$ cat config.mk
export PLATFORM = sky130hd
export DESIGN_NAME = mem_access_ctrl
export DESIGN_NICKNAME = d
export VERILOG_FILES = /design/src/rtl/mem_access_ctrl.sv
export SDC_FILE = /design/constraint.sdc
export NUM_CORES = 1
export LEC_CHECK = 0
export ABC_CLOCK_PERIOD_IN_PS = 1650
export CAP_MARGIN = 10
export CORE_MARGIN = 2
export CORE_UTILIZATION = 43
export DETAILED_ROUTE_END_ITERATION = 7
export PLACE_DENSITY = 0.82
export RECOVER_POWER = 50
export SETUP_SLACK_MARGIN = 0.15
export SYNTH_ARGS = -nofsm -noshare
export SYNTH_HDL_FRONTEND = slang
export SYNTH_SLANG_ARGS = --single-unit
export TNS_END_PERCENT = 100
$ cat constraint.sdc
create_clock -name clk -period 1.65 [get_ports clk]
set_input_delay 0.33 -clock clk [delete_from_list [all_inputs] [get_ports clk]]
set_output_delay 0.33 -clock clk [all_outputs]
set_load 0.01 [all_outputs]
$ cat src/rtl/mem_access_ctrl.sv
// Memory access controller: accepts single-word writes and 1..4 beat read
// bursts from a core and sequences them onto a combinational word store.
module mem_access_ctrl #(
  parameter int ADDR_W = 5,
  parameter int DATA_W = 8
) (
  input  logic              clk,
  input  logic              rst,
  input  logic              req_valid,
  output logic              req_ready,
  input  logic              req_write,
  input  logic [ADDR_W-1:0] req_addr,
  input  logic [1:0]        req_len,
  input  logic [DATA_W-1:0] req_wdata,
  output logic              resp_valid,
  input  logic              resp_ready,
  output logic [DATA_W-1:0] resp_data,
  output logic              resp_last,
  output logic              mem_read,
  output logic              mem_write,
  output logic [ADDR_W-1:0] mem_address,
  output logic [DATA_W-1:0] mem_wdata,
  input  logic [DATA_W-1:0] mem_rdata
);

  typedef enum logic [1:0] {
    IDLE  = 2'd0,
    WRITE = 2'd1,
    READ  = 2'd2,
    RESP  = 2'd3
  } state_t;

  state_t     state;
  logic [1:0] beats_left;

  // mem_address doubles as the latched request address and the running
  // beat address, so every strobe is driven straight from a register.
  always_ff @(posedge clk) begin
    if (rst) begin
      state       <= IDLE;
      beats_left  <= '0;
      req_ready   <= 1'b1;
      resp_valid  <= 1'b0;
      resp_data   <= '0;
      resp_last   <= 1'b0;
      mem_read    <= 1'b0;
      mem_write   <= 1'b0;
      mem_address <= '0;
      mem_wdata   <= '0;
    end else begin
      case (state)
        IDLE: begin
          if (req_valid && req_ready) begin
            req_ready   <= 1'b0;
            mem_address <= req_addr;
            mem_wdata   <= req_wdata;
            beats_left  <= req_len;
            if (req_write) begin
              mem_write <= 1'b1;
              state     <= WRITE;
            end else begin
              mem_read <= 1'b1;
              state    <= READ;
            end
          end
        end

        WRITE: begin
          mem_write <= 1'b0;
          req_ready <= 1'b1;
          state     <= IDLE;
        end

        READ: begin
          mem_read   <= 1'b0;
          resp_data  <= mem_rdata;
          resp_valid <= 1'b1;
          resp_last  <= (beats_left == 2'd0);
          state      <= RESP;
        end

        RESP: begin
          if (resp_ready) begin
            resp_valid <= 1'b0;
            resp_last  <= 1'b0;
            if (beats_left != 2'd0) begin
              beats_left  <= beats_left - 2'd1;
              mem_address <= mem_address + ADDR_W'(1);
              mem_read    <= 1'b1;
              state       <= READ;
            end else begin
              req_ready <= 1'b1;
              state     <= IDLE;
            end
          end
        end

        default: state <= IDLE;
      endcase
    end
  end

endmodule

==> impl_metrics.ini <==
[floorplanning]
dieArea_um2 = 3710
die_width_um = 60.9
dieHeight_um = 60.9
rows = 20
initial_core_util = 0.452
io_pins = 54
core_region_area_um2 = 3080

[final_layout]
multi_input_area_um2 = 702
diodes = 0
area_delta_synth_final_pct = 48.2
fillerInstances = 289
seq_area_um2 = 608
drive_above_1_share = 0.164
nNetsFinal = 255

[pwr]
power_density_nw_per_um2 = 908
max-vdd-ir-drop_uv = 598
p_leak_nw = 0.873
pwr-share-comb = 0.284
p_int_w = 0.00129
switching_share = 0.310
pwr-share-clk = 0.251
power.total_w = 0.00187
p_switching_w = 0.000582
seq_power_share = 0.465

[clock_tree]
hold_buffers = 0
path_clk_slew_ps = 100
root_buffer = clkbuf_4
clock-sinks = 30
cts_tree = built
clk_latency_ps = 340
clock_path_buffers = 2
h-tree-depth = 2
cts_buffers = 5

[timing]
maxSlewHeadroom = 0.763
worstMarginPinSlew_ps = 355
slew_viol_final = 0
finalSetupViolCount = 0
min_period_over_period = 0.863
fin_hold_ws_ps = 458
min_period_ps = 1420
fin_ws_ps = 226
fmax_mhz = 702
skew_ps = 12.0
hold_viol_final = 0
grt_setup_unrepaired = yes

[grt]
grt_pass1_wl_um = 5580
grt_start_max_net_pins = 33
grt.total_usage = 0.207
overflow = 0
first_global_vias = 1316
antenna_found_initial = 0

[route]
drtAntennaViolNets = 0
drt_iter0_drc = 60
wl_um = 3510
route.detailed.drc = 0
routed_via_density = 5.18
vias = 1394
dr.pass1.iters = 4
wire_per_inst_um = 13.0

[synthesis]
synth_nets = 194
yosysMostFrequentCell = nand2_1
synth_area_leaders = dfxtp_1 43%, nand2_1 10%, a21oi_1 7.5%
yosys_warnings = 0
syn-instance-count = 163
synth_seq_area_share = 0.431
ys.flop_type = dfxtp_1
synth_edf_count = 0
ys_ff_latch = 30
async_flop_share = 0
synthesis.area_um2 = 1390
ys_types = 38
yosysTopAreaCellShare = 0.431
yosys-top-cells-count = 38 x nand2_1, 30 x dfxtp_1, 21 x a21oi_1
yosysTopAreaCell = dfxtp_1
avgSynthCellArea_um2 = 8.54

[worst_setup_path]
crit_arrival_ps = 1650
crit_chain = inv_2 -> ha_2 -> nand4b_1 -> buf_6 -> a221oi_2 -> a211oi_1
crit_slowest_cell = dfxtp_1
cp_slowest_stage_delay_ps = 340
crit_fanout = 7
end_kind = register
crit_family = flip-flops
cp_data_required_time_ps = 1880
crit_buf_inv = 2
start_kind = register
crit_type = reg -> reg

[worst_hold_path]
hp-class = reg -> reg

[place]
place_ws_ps = -14.9
place_congestion = 0.841
io_buffers = 53
dp_hpwl_um = 2520

[run]
maxCapViolCount = 0

[outcome]
outcome = complete, no violations
==> worst reg2reg max path, cell delays in order (launching register included) <==
cell	delay, ps
dfxtp_1	340
inv_2	60
ha_2	180
nand4b_1	220
buf_6	180
a221oi_2	260
a211oi_1	80
==> power groups by stage <==
stage | Sequential, W | Combinational, W | Clock, W
final | 0.000871 | 0.000533 | 0.000470
after global routing | 0.000886 | 0.000587 | 0.000523
after CTS | 0.000868 | 0.000525 | 0.000487
after detailed placement | 0.000884 | 0.000563 | 0
after global placement | 0.000881 | 0.000553 | 0
after floorplan | 0.000890 | 0.000293 | 0
==> metrics by stage <==
step           setup TNS, ps  utilization  instances  instance area (µm²)
2_1_floorplan              0            -        163                 1390
3_3_place_gp               0        0.650        260                 2000
3_5_place_dp           -24.3        0.650        260                 2000
4_1_cts                    0        0.664        268                 2040
5_1_grt                    0        0.671        269                 2060
6_report                   0        0.671        269                 2060
==> flip-flops by register name (all words and copies together) (netlist names) <==
signal	flops
beats_left	2
mem_wdata	8
state	2
resp_last	1
mem_address	5
req_ready	1
resp_valid	1
mem_write	1
mem_read	1
resp_data	8
==> routing by layer <==
metal / wire, µm / global-route usage / vias up / part of all wire
li1: - / - / 697 / -
met4: 45 / 0.0932 / 0 / 0.013
met5: 0 / 0 / - / 0
met3: 273 / 0.0810 / 4 / 0.078
met1: 1440 / 0.222 / 633 / 0.41
met2: 1750 / 0.359 / 60 / 0.50
==> cell usage in the layout, fill, tap and decap left out, types with 3 or more instances in the layout <==
| cell | count |
|---|---|
| nand2_1 | 38 |
| clkdlybuf4s50_1 | 27 |
| dlygate4sd2_1 | 26 |
| dfxtp_1 | 24 |
| a21oi_1 | 21 |
| buf_4 | 9 |
| dfxtp_2 | 6 |
| clkbuf_4 | 6 |
| inv_1 | 5 |
| nor2b_1 | 3 |
| nand2b_1 | 3 |
| nor2_1 | 3 |
| o21ai_0 | 3 |
| a2bb2oi_1 | 3 |
| a211oi_1 | 3 |
| o22ai_1 | 3 |
==> worst paths after layout <==
path | startpoint | to | slack [ps] | cells after the start
worst max register to register | beats_left[0] | beats_left[0] | 230 | 6
worst min-delay path | mem_wdata[3] | mem_wdata[3] | 460 | 2
worst max-delay path | beats_left[0] | beats_left[0] | 230 | 6
worst min register to register | mem_wdata[3] | mem_wdata[3] | 460 | 2
==> final cells by class <==
type                    count  area share
well taps                  44      0.0267
multi-input cells         114       0.340
flip-flops and latches     30       0.295
clock inverters             2     0.00606
clock buffers               6      0.0248
inverters                   7      0.0127
repair buffers             66       0.295
==> cells by family (layout without fill, tap and decap cells) <==
family | Yosys count | in the layout | synth area share
compound gates | 49 | 49 | 0.243
flops | 30 | 30 | 0.431
buf+inv | 19 | 81 | 0.0755
fa+ha+maj | 3 | 3 | 0.0270
simple gates | 62 | 62 | 0.223
==> what timing repair did <==
action | in CTS | in global routing
pin swaps | 0 | 1
endpoints found under the setup margin | 28 | 6
buffers inserted | 0 | 1
resized for setup | 32 | 7
Note: power is estimated with default switching activity, not from simulation.
